File: src/rtl/nbit_alu_pkg.sv
// nbit_alu_pkg: alufn operation codes shared by the ALU and ALU control.
// Pure constants; no timing or flow control.
package nbit_alu_pkg;

  localparam logic [3:0] ALU_ADD  = 4'b0000;
  localparam logic [3:0] ALU_SUB  = 4'b0001;
  localparam logic [3:0] ALU_PASS = 4'b0011;
  localparam logic [3:0] ALU_OR   = 4'b0100;
  localparam logic [3:0] ALU_AND  = 4'b0101;
  localparam logic [3:0] ALU_XOR  = 4'b0111;
  localparam logic [3:0] ALU_SRL  = 4'b1000;
  localparam logic [3:0] ALU_SLL  = 4'b1001;
  localparam logic [3:0] ALU_SRA  = 4'b1010;
  localparam logic [3:0] ALU_ROL  = 4'b1011;
  localparam logic [3:0] ALU_ROR  = 4'b1100;
  localparam logic [3:0] ALU_SLT  = 4'b1101;
  localparam logic [3:0] ALU_SLTU = 4'b1111;

endpackage

File: src/rtl/nbit_alu_shifter.sv
// nbit_alu_shifter: combinational SRL/SLL/SRA (+ROL/ROR with NBIT_ALU_ROTATE_EN), 0 for other codes.
// Zero latency, no flow control.
module nbit_alu_shifter
  import nbit_alu_pkg::*;
#(
  parameter int N  = 32,
  parameter int SW = $clog2(N)
) (
  input  logic [3:0]    op,
  input  logic [N-1:0]  a,
  input  logic [SW-1:0] shamt,
  output logic [N-1:0]  y
);

`ifdef NBIT_ALU_ROTATE_EN
  logic [2*N-1:0] rol_w;
  logic [2*N-1:0] ror_w;

  // Shifting a doubled copy of A makes the wrap-around bits fall into place.
  assign rol_w = {a, a} << shamt;
  assign ror_w = {a, a} >> shamt;
`endif

  always_comb begin
    y = '0;
    case (op)
      ALU_SRL: y = a >> shamt;
      ALU_SLL: y = a << shamt;
      ALU_SRA: y = $signed(a) >>> shamt;
`ifdef NBIT_ALU_ROTATE_EN
      ALU_ROL: y = rol_w[2*N-1:N];
      ALU_ROR: y = ror_w[N-1:0];
`endif
      default: y = '0;
    endcase
  end

endmodule

File: src/rtl/nbit_alu.sv
// nbit_alu: registered N-bit ALU with adder-derived flags; optional rotates via NBIT_ALU_ROTATE_EN.
// Latency 1 cycle, new operation every cycle, no backpressure.
module nbit_alu
  import nbit_alu_pkg::*;
#(
  parameter int N = 32
) (
  input  logic         clk,
  input  logic         rst_n,
  input  logic [3:0]   alufn,
  input  logic [N-1:0] A,
  input  logic [N-1:0] B,
  output logic [N-1:0] C,
  output logic         ZeroFlag,
  output logic         CarryFlag,
  output logic         OverflowFlag,
  output logic         SignFlag
);

  localparam int SW = $clog2(N);

  logic         sub;
  logic [N-1:0] b_op;
  logic [N:0]   add_full;
  logic [N-1:0] sum;
  logic [N-1:0] shift_y;
  logic [N-1:0] c_next;
  logic         zero_next;
  logic         carry_next;
  logic         ovf_next;
  logic         sign_next;

  // One adder serves every code so branch logic can use any subtract-class alufn.
  assign sub        = alufn[0];
  assign b_op       = sub ? ~B : B;
  assign add_full   = {1'b0, A} + {1'b0, b_op} + {{N{1'b0}}, sub};
  assign sum        = add_full[N-1:0];
  assign carry_next = add_full[N];
  assign zero_next  = (sum == '0);
  assign sign_next  = sum[N-1];
  assign ovf_next   = (A[N-1] == b_op[N-1]) && (sum[N-1] != A[N-1]);

  nbit_alu_shifter #(.N(N), .SW(SW)) u_shifter (
    .op    (alufn),
    .a     (A),
    .shamt (B[SW-1:0]),
    .y     (shift_y)
  );

  always_comb begin
    c_next = '0;
    case (alufn)
      ALU_ADD,
      ALU_SUB:  c_next = sum;
      ALU_PASS: c_next = B;
      ALU_OR:   c_next = A | B;
      ALU_AND:  c_next = A & B;
      ALU_XOR:  c_next = A ^ B;
      ALU_SRL,
      ALU_SLL,
      ALU_SRA:  c_next = shift_y;
`ifdef NBIT_ALU_ROTATE_EN
      ALU_ROL,
      ALU_ROR:  c_next = shift_y;
`endif
      ALU_SLT:  c_next = {{(N-1){1'b0}}, sign_next ^ ovf_next};
      ALU_SLTU: c_next = {{(N-1){1'b0}}, ~carry_next};
      default:  c_next = '0;
    endcase
  end

  always_ff @(posedge clk) begin
    if (!rst_n) begin
      C            <= '0;
      ZeroFlag     <= 1'b0;
      CarryFlag    <= 1'b0;
      OverflowFlag <= 1'b0;
      SignFlag     <= 1'b0;
    end else begin
      C            <= c_next;
      ZeroFlag     <= zero_next;
      CarryFlag    <= carry_next;
      OverflowFlag <= ovf_next;
      SignFlag     <= sign_next;
    end
  end

endmodule

File: config.mk
export PLATFORM = sky130hd
export DESIGN_NAME = nbit_alu
export DESIGN_NICKNAME = d
export VERILOG_FILES = /design/src/rtl/nbit_alu_pkg.sv /design/src/rtl/nbit_alu_shifter.sv /design/src/rtl/nbit_alu.sv
export SDC_FILE = /design/constraint.sdc
export NUM_CORES = 1
export LEC_CHECK = 0
export ABC_CLOCK_PERIOD_IN_PS = 11980
export BUFFER_PORTS_ARGS = -buffer_cell sky130_fd_sc_hd__buf_4
export CORE_MARGIN = 1
export CORE_UTILIZATION = 50
export DETAILED_ROUTE_END_ITERATION = 6
export PLACE_DENSITY = 0.68
export REMOVE_ABC_BUFFERS = 1
export SETUP_SLACK_MARGIN = 0.2
export SLEW_MARGIN = 10
export SYNTH_ARGS = -nofsm -noshare
export SYNTH_HDL_FRONTEND = slang
export SYNTH_SLANG_ARGS = --single-unit
File: constraint.sdc
create_clock -name clk -period 11.98 [get_ports clk]
set_input_delay 0.599 -clock clk [delete_from_list [all_inputs] [get_ports clk]]
set_output_delay 0.599 -clock clk [all_outputs]
set_load 0.02 [all_outputs]
==> results of run 1 <==
[logic make-up (layout without fill, tap and decap cells)]
logic type      after synthesis  after routing  synth area share [%]
flops                        36             36                  8.55
fa+ha+maj                    98             98                  14.6
xor+xnor                     60             60                  6.23
mux                          88             88                  12.4
simple gates                356            356                  19.1
buf+inv                     170            200                  7.66
compound gates              420            420                  31.4
[synth_stat cells, drive strengths merged, types with 7 or more instances]
cell type  instances
a31oi             27
nand3             17
clkbuf            79
nand4              8
o211ai            27
a211oi            14
mux2i             72
xor2              43
a21oi             89
buf               14
nor3              18
nand2            129
nand2b            22
a21o               9
nor2             119
o31ai             10
o21ai            143
o221ai             7
xnor2             17
or3                9
a22oi             12
ha                97
mux4              12
dfxtp             36
a221oi            26
inv               75
[worst paths after layout]
check	cells past startpoint	endpoint	startpoint	slack, ns
max	14	ZeroFlag	alufn[0]	7.66
min	2	SignFlag	rst_n	0.61
[layer usage]
layer | vias to the layer above | part of all wire [%] | track usage, %
li1 | 4513 | - | -
met1 | 4587 | 42 | 53.5
met2 | 583 | 43 | 60.1
met3 | 87 | 11 | 9.30
met4 | 0 | 3.5 | 14.8
met5 | - | 0 | 0
[cell type report]
class | count | area share, %
Multi-Input combinational cell | 1022 | 75.4
Clock buffer | 6 | 1.37
Inverter | 77 | 3.08
Sequential cell | 36 | 7.67
Timing Repair Buffer | 115 | 9.19
Tap cell | 220 | 2.93
Clock inverter | 2 | 0.373
[power by group through the flow]
stage | clock network [W] | registers [W] | logic (W)
after CTS | 0.000166 | 0.000132 | 0.000455
after floorplan | 0 | 0.000147 | 0.000270
final | 0.000166 | 0.000132 | 0.000466
after global routing | 0.000170 | 0.000132 | 0.000503
after detailed placement | 0 | 0.000134 | 0.000453
after global placement | 0 | 0.000134 | 0.000452
[registers in the layout, indices dropped and copies added, names as in the netlist]
signal        cells
SignFlag          1
CarryFlag         1
OverflowFlag      1
C                32
ZeroFlag          1
[metrics by stage]
stage | cell area [um^2] | worst slack, ns | total power, W | std cells
floorplan | 8070 | 8.52 | 0.000416 | 1135
CTS | 9400 | 7.72 | 0.000753 | 1478
global route | 9400 | 7.42 | 0.000805 | 1478
detailed placement | 9230 | 7.41 | 0.000587 | 1470
finish | 9400 | 7.66 | 0.000764 | 1478
global placement | 9230 | 7.53 | 0.000586 | 1470
==> results.md, run 1 <==
* Kind of critical path: input port to flip-flop
* CTS tree: done
* Failing checks: design-rule violations
* Std-Cell Core Area at 16500 um^2
* Register clock-pin slew on the reported worst setup and hold paths at 0.07 ns
* Layout net count at 1425
* Setup_tns at 0 ns
* Area Growth Syn to Fin at 11.5%
* Routed vias at 9770
* Filler instances at roughly 1700
* Slowest Stage Delay on Critical Path at 0.55 ns
* Most frequent cells in the layout: 143 x o21ai_0, 129 x nand2_1, 117 x nor2_1
* Fin crit share at 36.0%
* Max Root-Sink Buffers at 2
* GRT Overall Usage at 39.4%
* Unrepaired setup endpoints after global routing: false
* Top FF cell, synth: dfxtp_1
* CTS H-tree depth at 2
* Rows at 47
* Buf+Inv Stages, Crit Path at 2
* Commonest non-fill, non-tap cell in the layout: o21ai_0
* Initial Util at roughly half
* Initial antenna violation count at 0
* Drt pass-1 iters at 7
* Synth cell types at 67
* DIE AREA at ~17000 um^2
* TritonCTS buffer count at 5
* Switching part of the total power at around 48%
* Netlist Area Pre-Place at around 8400 um^2
* Status: finished, violations left
* Worst hold path type: input port to flip-flop
* Switch Pwr at 0.000367 W
* Worst EP required at ~12 ns
* Seq cells post-synth at 36
* Layout cell share with drive strength beyond 1 at about an eighth
* Clock Power Share at 21.7%
* RePlAce Congestion at 1.02
* Register area at 721 um^2
* Worst-path maximum fanout at 39
* DR WL/cell at 23.5 um
* Cells after synthesis at 1228
* Die extent in x at 132 um
* Maximum vdd drop at 0.0497 mV
* PortBufs at 105
* Iteration-0 DRC Markers at 1142
* Die Ht at 132 um
* Post-synth top area share at 14.4%
* Ordered cell list for the critical path: buf_4 -> xor2_1 -> inv_1 -> fa_1 -> nand2b_1 -> a21oi_1 -> o21ai_0 -> o21ai_0 -> xor2_1 -> or4_1 -> nor4b_2 -> nand4b_1 -> nor4_1 -> and4bb_1
* Yosys top cell by area: ha_1
* CP max stage cell: or4_1
* Max Freq at 232 MHz
* Post-cts resize count at 0
* Util after Layout at 56.9%
* Final wirelength at 34700 um
* Final Hold Fails at 0
* CP Capture Type: flip-flop
* CP delay by family, top: simple AND/OR/NAND/NOR gates
* Post-synthesis async set-or-reset flop share at 0%
* Largest cells by area after synthesis: ha_1 14%, dfxtp_1 8.5%, o21ai_0 8.5%
* Antenna Nets Post-Route at 0
* Sequential share of power at approximately 17%
* Slew @ Worst Pin at approximately 1.1 ns
* P_int at 0.000397 W
* Fin crit period at 4.32 ns
* CTS sink cnt at 36
* Post-synthesis area per instance at 6.87 um^2
* Slew Viols, Final at 0
* DRC at 4
* Post-synth EDFFs at 0
* Yosys Warn Count at 0
* Multi-input gate area at 7090 um^2
* DR vias/cell at between 6 and 7
* First-pass GRT wire length at about 53000 um
* Max-cap viol count at 0
* Post-CTS setup buffers at 0
* Pwr per Cell Area at roughly 81 nW/um^2
* Largest net degree at the start of global routing at 68
* Boundary pin count at 106
* Hold_ws at 0.606 ns
* GRT overflow at 0
* Lkg Pwr at 4.13 nW
* Detailed placement HPWL at 26400 um
* Critical path arrival at approximately 4.6 ns
* Max_slew headroom at approximately 28%
* Seq/Total Area, Yosys at 8.55%
* CTS hold repair buffers at 0
* Number of global-route vias before repair at 8998
* Crit start category: input port
* Final setup viols at 0
* # diodes at 0
* Logic pwr share at 61.0%
* Clk root buf: clkbuf_16
Note: power is estimated with default switching activity, not from simulation.
==> run 2: changes to the inputs <==
--- a/config.mk
+++ b/config.mk
@@ -5,12 +5,12 @@
 export SDC_FILE = /design/constraint.sdc
 export NUM_CORES = 1
 export LEC_CHECK = 0
-export ABC_CLOCK_PERIOD_IN_PS = 11980
+export ABC_CLOCK_PERIOD_IN_PS = 3600
 export BUFFER_PORTS_ARGS = -buffer_cell sky130_fd_sc_hd__buf_4
 export CORE_MARGIN = 1
 export CORE_UTILIZATION = 50
 export DETAILED_ROUTE_END_ITERATION = 6
-export PLACE_DENSITY = 0.68
+export PLACE_DENSITY = 0.71
 export REMOVE_ABC_BUFFERS = 1
 export SETUP_SLACK_MARGIN = 0.2
 export SLEW_MARGIN = 10
==> constraint.sdc (replaced) <==
create_clock -name clk -period 3.6 [get_ports clk]
set_input_delay 0.18 -clock clk [delete_from_list [all_inputs] [get_ports clk]]
set_output_delay 0.18 -clock clk [all_outputs]
set_load 0.02 [all_outputs]
==> results.md, run 2 (synthesized netlist as in run 1, its figures left out) <==
* Largest net degree at the start of global routing at 102 (was 68)
* Kind of critical path: input port to flip-flop (unchanged)
* Register area at 721 um^2 (unchanged)
* Worst Setup SP: alufn[0] (unchanged)
* Slew Viols, Final at 0 (unchanged)
* PortBufs at 105 (unchanged)
* Layout cell share with drive strength beyond 1 at 16.8% (was 12.6%)
* Register clock-pin slew on the reported worst setup and hold paths at 0.07 ns (about the same)
* Final wirelength at 35800 um (was 34700 um)
* Sequential share of power at 16.6% (was 17.3%)
* Pwr per Cell Area at 268 nW/um^2 (was 81.3 nW/um^2)
* CTS tree: done (unchanged)
* # diodes at 0 (unchanged)
* Filler instances at 1602 (was 1686)
* Post-cts resize count at 0 (unchanged)
* Largest Register: C (unchanged)
* DRC at 0 (was 4)
* DR WL/cell at 23.4 um (was 23.5 um)
* GRT overflow at 0 (unchanged)
* Initial antenna violation count at 1 (was 0)
* GRT Overall Usage at 41.0% (was 39.4%)
* Fin crit share at between 80 and 90%
* Lkg Pwr at 4.43 nW (was 4.13 nW)
* Number of global-route vias before repair at 9253 (was 8998)
* Iteration-0 DRC Markers at 1268 (was 1142)
* CTS sink cnt at 36 (unchanged)
* Max Freq at slightly above 300 MHz
* P_int at 0.00140 W (was 0.000397 W)
* Design area at 9900 um^2 (was 9400 um^2)
* Std-Cell Core Area at 16500 um^2 (unchanged)
* Max reg flops at 32 (unchanged)
* Hold path start: rst_n (unchanged)
* DIE AREA at 17400 um^2 (unchanged)
* Worst EP required at 3.86 ns (was 12.24 ns)
* Layout net count at 1480 (was 1425)
* RePlAce Congestion at 1.00 (was 1.02)
* First-pass GRT wire length at 54400 um (was 53000 um)
* Boundary pin count at 106 (unchanged)
* Clock Power Share at 20.8% (was 21.7%)
* Die extent in x at 132 um (unchanged)
* Switching part of the total power at 47.2% (was 48.0%)
* Status: finished clean (was finished, violations left)
* CTS hold repair buffers at 0 (unchanged)
* Detailed placement HPWL at 27900 um (was 26400 um)
* Final setup viols at 0 (unchanged)
* CP Capture Type: flip-flop (unchanged)
* Post-CTS setup buffers at 0 (unchanged)
* Commonest non-fill, non-tap cell in the layout: buf_4 (was o21ai_0)
* Logic pwr share at 62.6% (was 61.0%)
* DP Area at 9680 um^2 (was 9230 um^2)
* Fin crit period at 3.22 ns
* Max-cap viol count at 0 (unchanged)
* Placed Cells at 1525 (was 1470)
* Worst hold path type: input port to flip-flop (unchanged)
* Routed vias at 9983 (was 9770)
* Rows at 47 (unchanged)
* Most frequent cells in the layout: 166 x buf_4, 141 x o21ai_0, 129 x nand2_1 (was 143 x o21ai_0, 129 x nand2_1, 117 x nor2_1)
* Final Hold Fails at 0 (unchanged)
* Multi-input gate area at 7120 um^2 (was 7090 um^2)
* Initial Util at 51.0% (unchanged)
* Antenna Nets Post-Route at 0 (unchanged)
* Max_slew headroom at 26.9% (was 28.0%)
* Maximum vdd drop at 0.234 mV (was 0.0497 mV)
* Critical path arrival at 3.48 ns (was 4.57 ns)
* Hold_ws at 0.185 ns (was 0.606 ns)
* Area Growth Syn to Fin at 17.4% (was 11.5%)
* Clk root buf: clkbuf_16 (unchanged)
* Switch Pwr at 0.00125 W (was 0.000367 W)
* Max Root-Sink Buffers at 2 (unchanged)
* CTS H-tree depth at 2 (unchanged)
* Crit start category: input port (unchanged)
* Drt pass-1 iters at 5 (was 7)
* Worst-path maximum fanout at 5 (was 39)
* DR vias/cell at 6.51 (was 6.61)
* Non-Filler Instances at 1533 (was 1478)
* Die Ht at 132 um (unchanged)
* Slew @ Worst Pin at 1.09 ns (was 1.08 ns)
* TritonCTS buffer count at 5 (unchanged)
* Unrepaired setup endpoints after global routing: false (unchanged)
[run 2: cell types whose count changed in the layout (fill, tap and decap cells not counted), sizes merged]
cell  change
buf      +55
[run 2: metal layers]
layer	routed length [um]	GRT usage (%)	up-vias
li1	-	-	4631
met1	15400	56.4	4705
met2	15500	62.7	566
met3	3620	8.30	79
met4	1280	15.4	2
met5	12	0	-
[run 2: worst max-delay path, stage by stage]
cell       delay [ns]
buf_4            0.16
buf_4            0.17
xor2_1           0.14
ha_1             0.34
o21ai_0          0.11
o2bb2ai_1        0.18
or3_1            0.32
o21a_2           0.26
o31ai_2          0.27
buf_4            0.17
o31ai_2          0.06
xnor2_1          0.15
or4_1            0.50
nor4_1           0.25
and4bb_1         0.22
[run 2: final timing paths]
| kind | cells past startpoint | to |
|---|---|---|
| setup / recovery | 15 | ZeroFlag |
| hold / removal | 2 | SignFlag |
[run 2: stage by stage]
step / setup WS (ns) / power (W) / setup TNS [ns] / utilization (%)
floorplan: 0.561 / 0.00138 / 0 / -
global placement: 0.0797 / 0.00204 / 0 / 58.6
detailed placement: -0.00414 / 0.00204 / -0.00414 / 58.6
CTS: 0.314 / 0.00259 / 0 / 59.6
global route: 0.207 / 0.00278 / 0 / 59.9
finish: 0.379 / 0.00265 / 0 / 59.9
[run 2: power groups by stage]
| stage | Clock (W) | Combinational [W] | Sequential [W] |
|---|---|---|---|
| after detailed placement | 0 | 0.00159 | 0.000448 |
| after floorplan | 0 | 0.000897 | 0.000488 |
| after CTS | 0.000548 | 0.00160 | 0.000439 |
| after global routing | 0.000563 | 0.00178 | 0.000441 |
| after global placement | 0 | 0.00159 | 0.000447 |
| final | 0.000553 | 0.00166 | 0.000439 |
[run 2: final cells by class]
type	count	share of cell area (%)
Clock buffer	6	1.30
Clock inverter	2	0.354
Inverter	77	2.92
Multi-Input combinational cell	1022	72.0
Sequential cell	36	7.28
Tap cell	220	2.78
Timing Repair Buffer	170	13.4
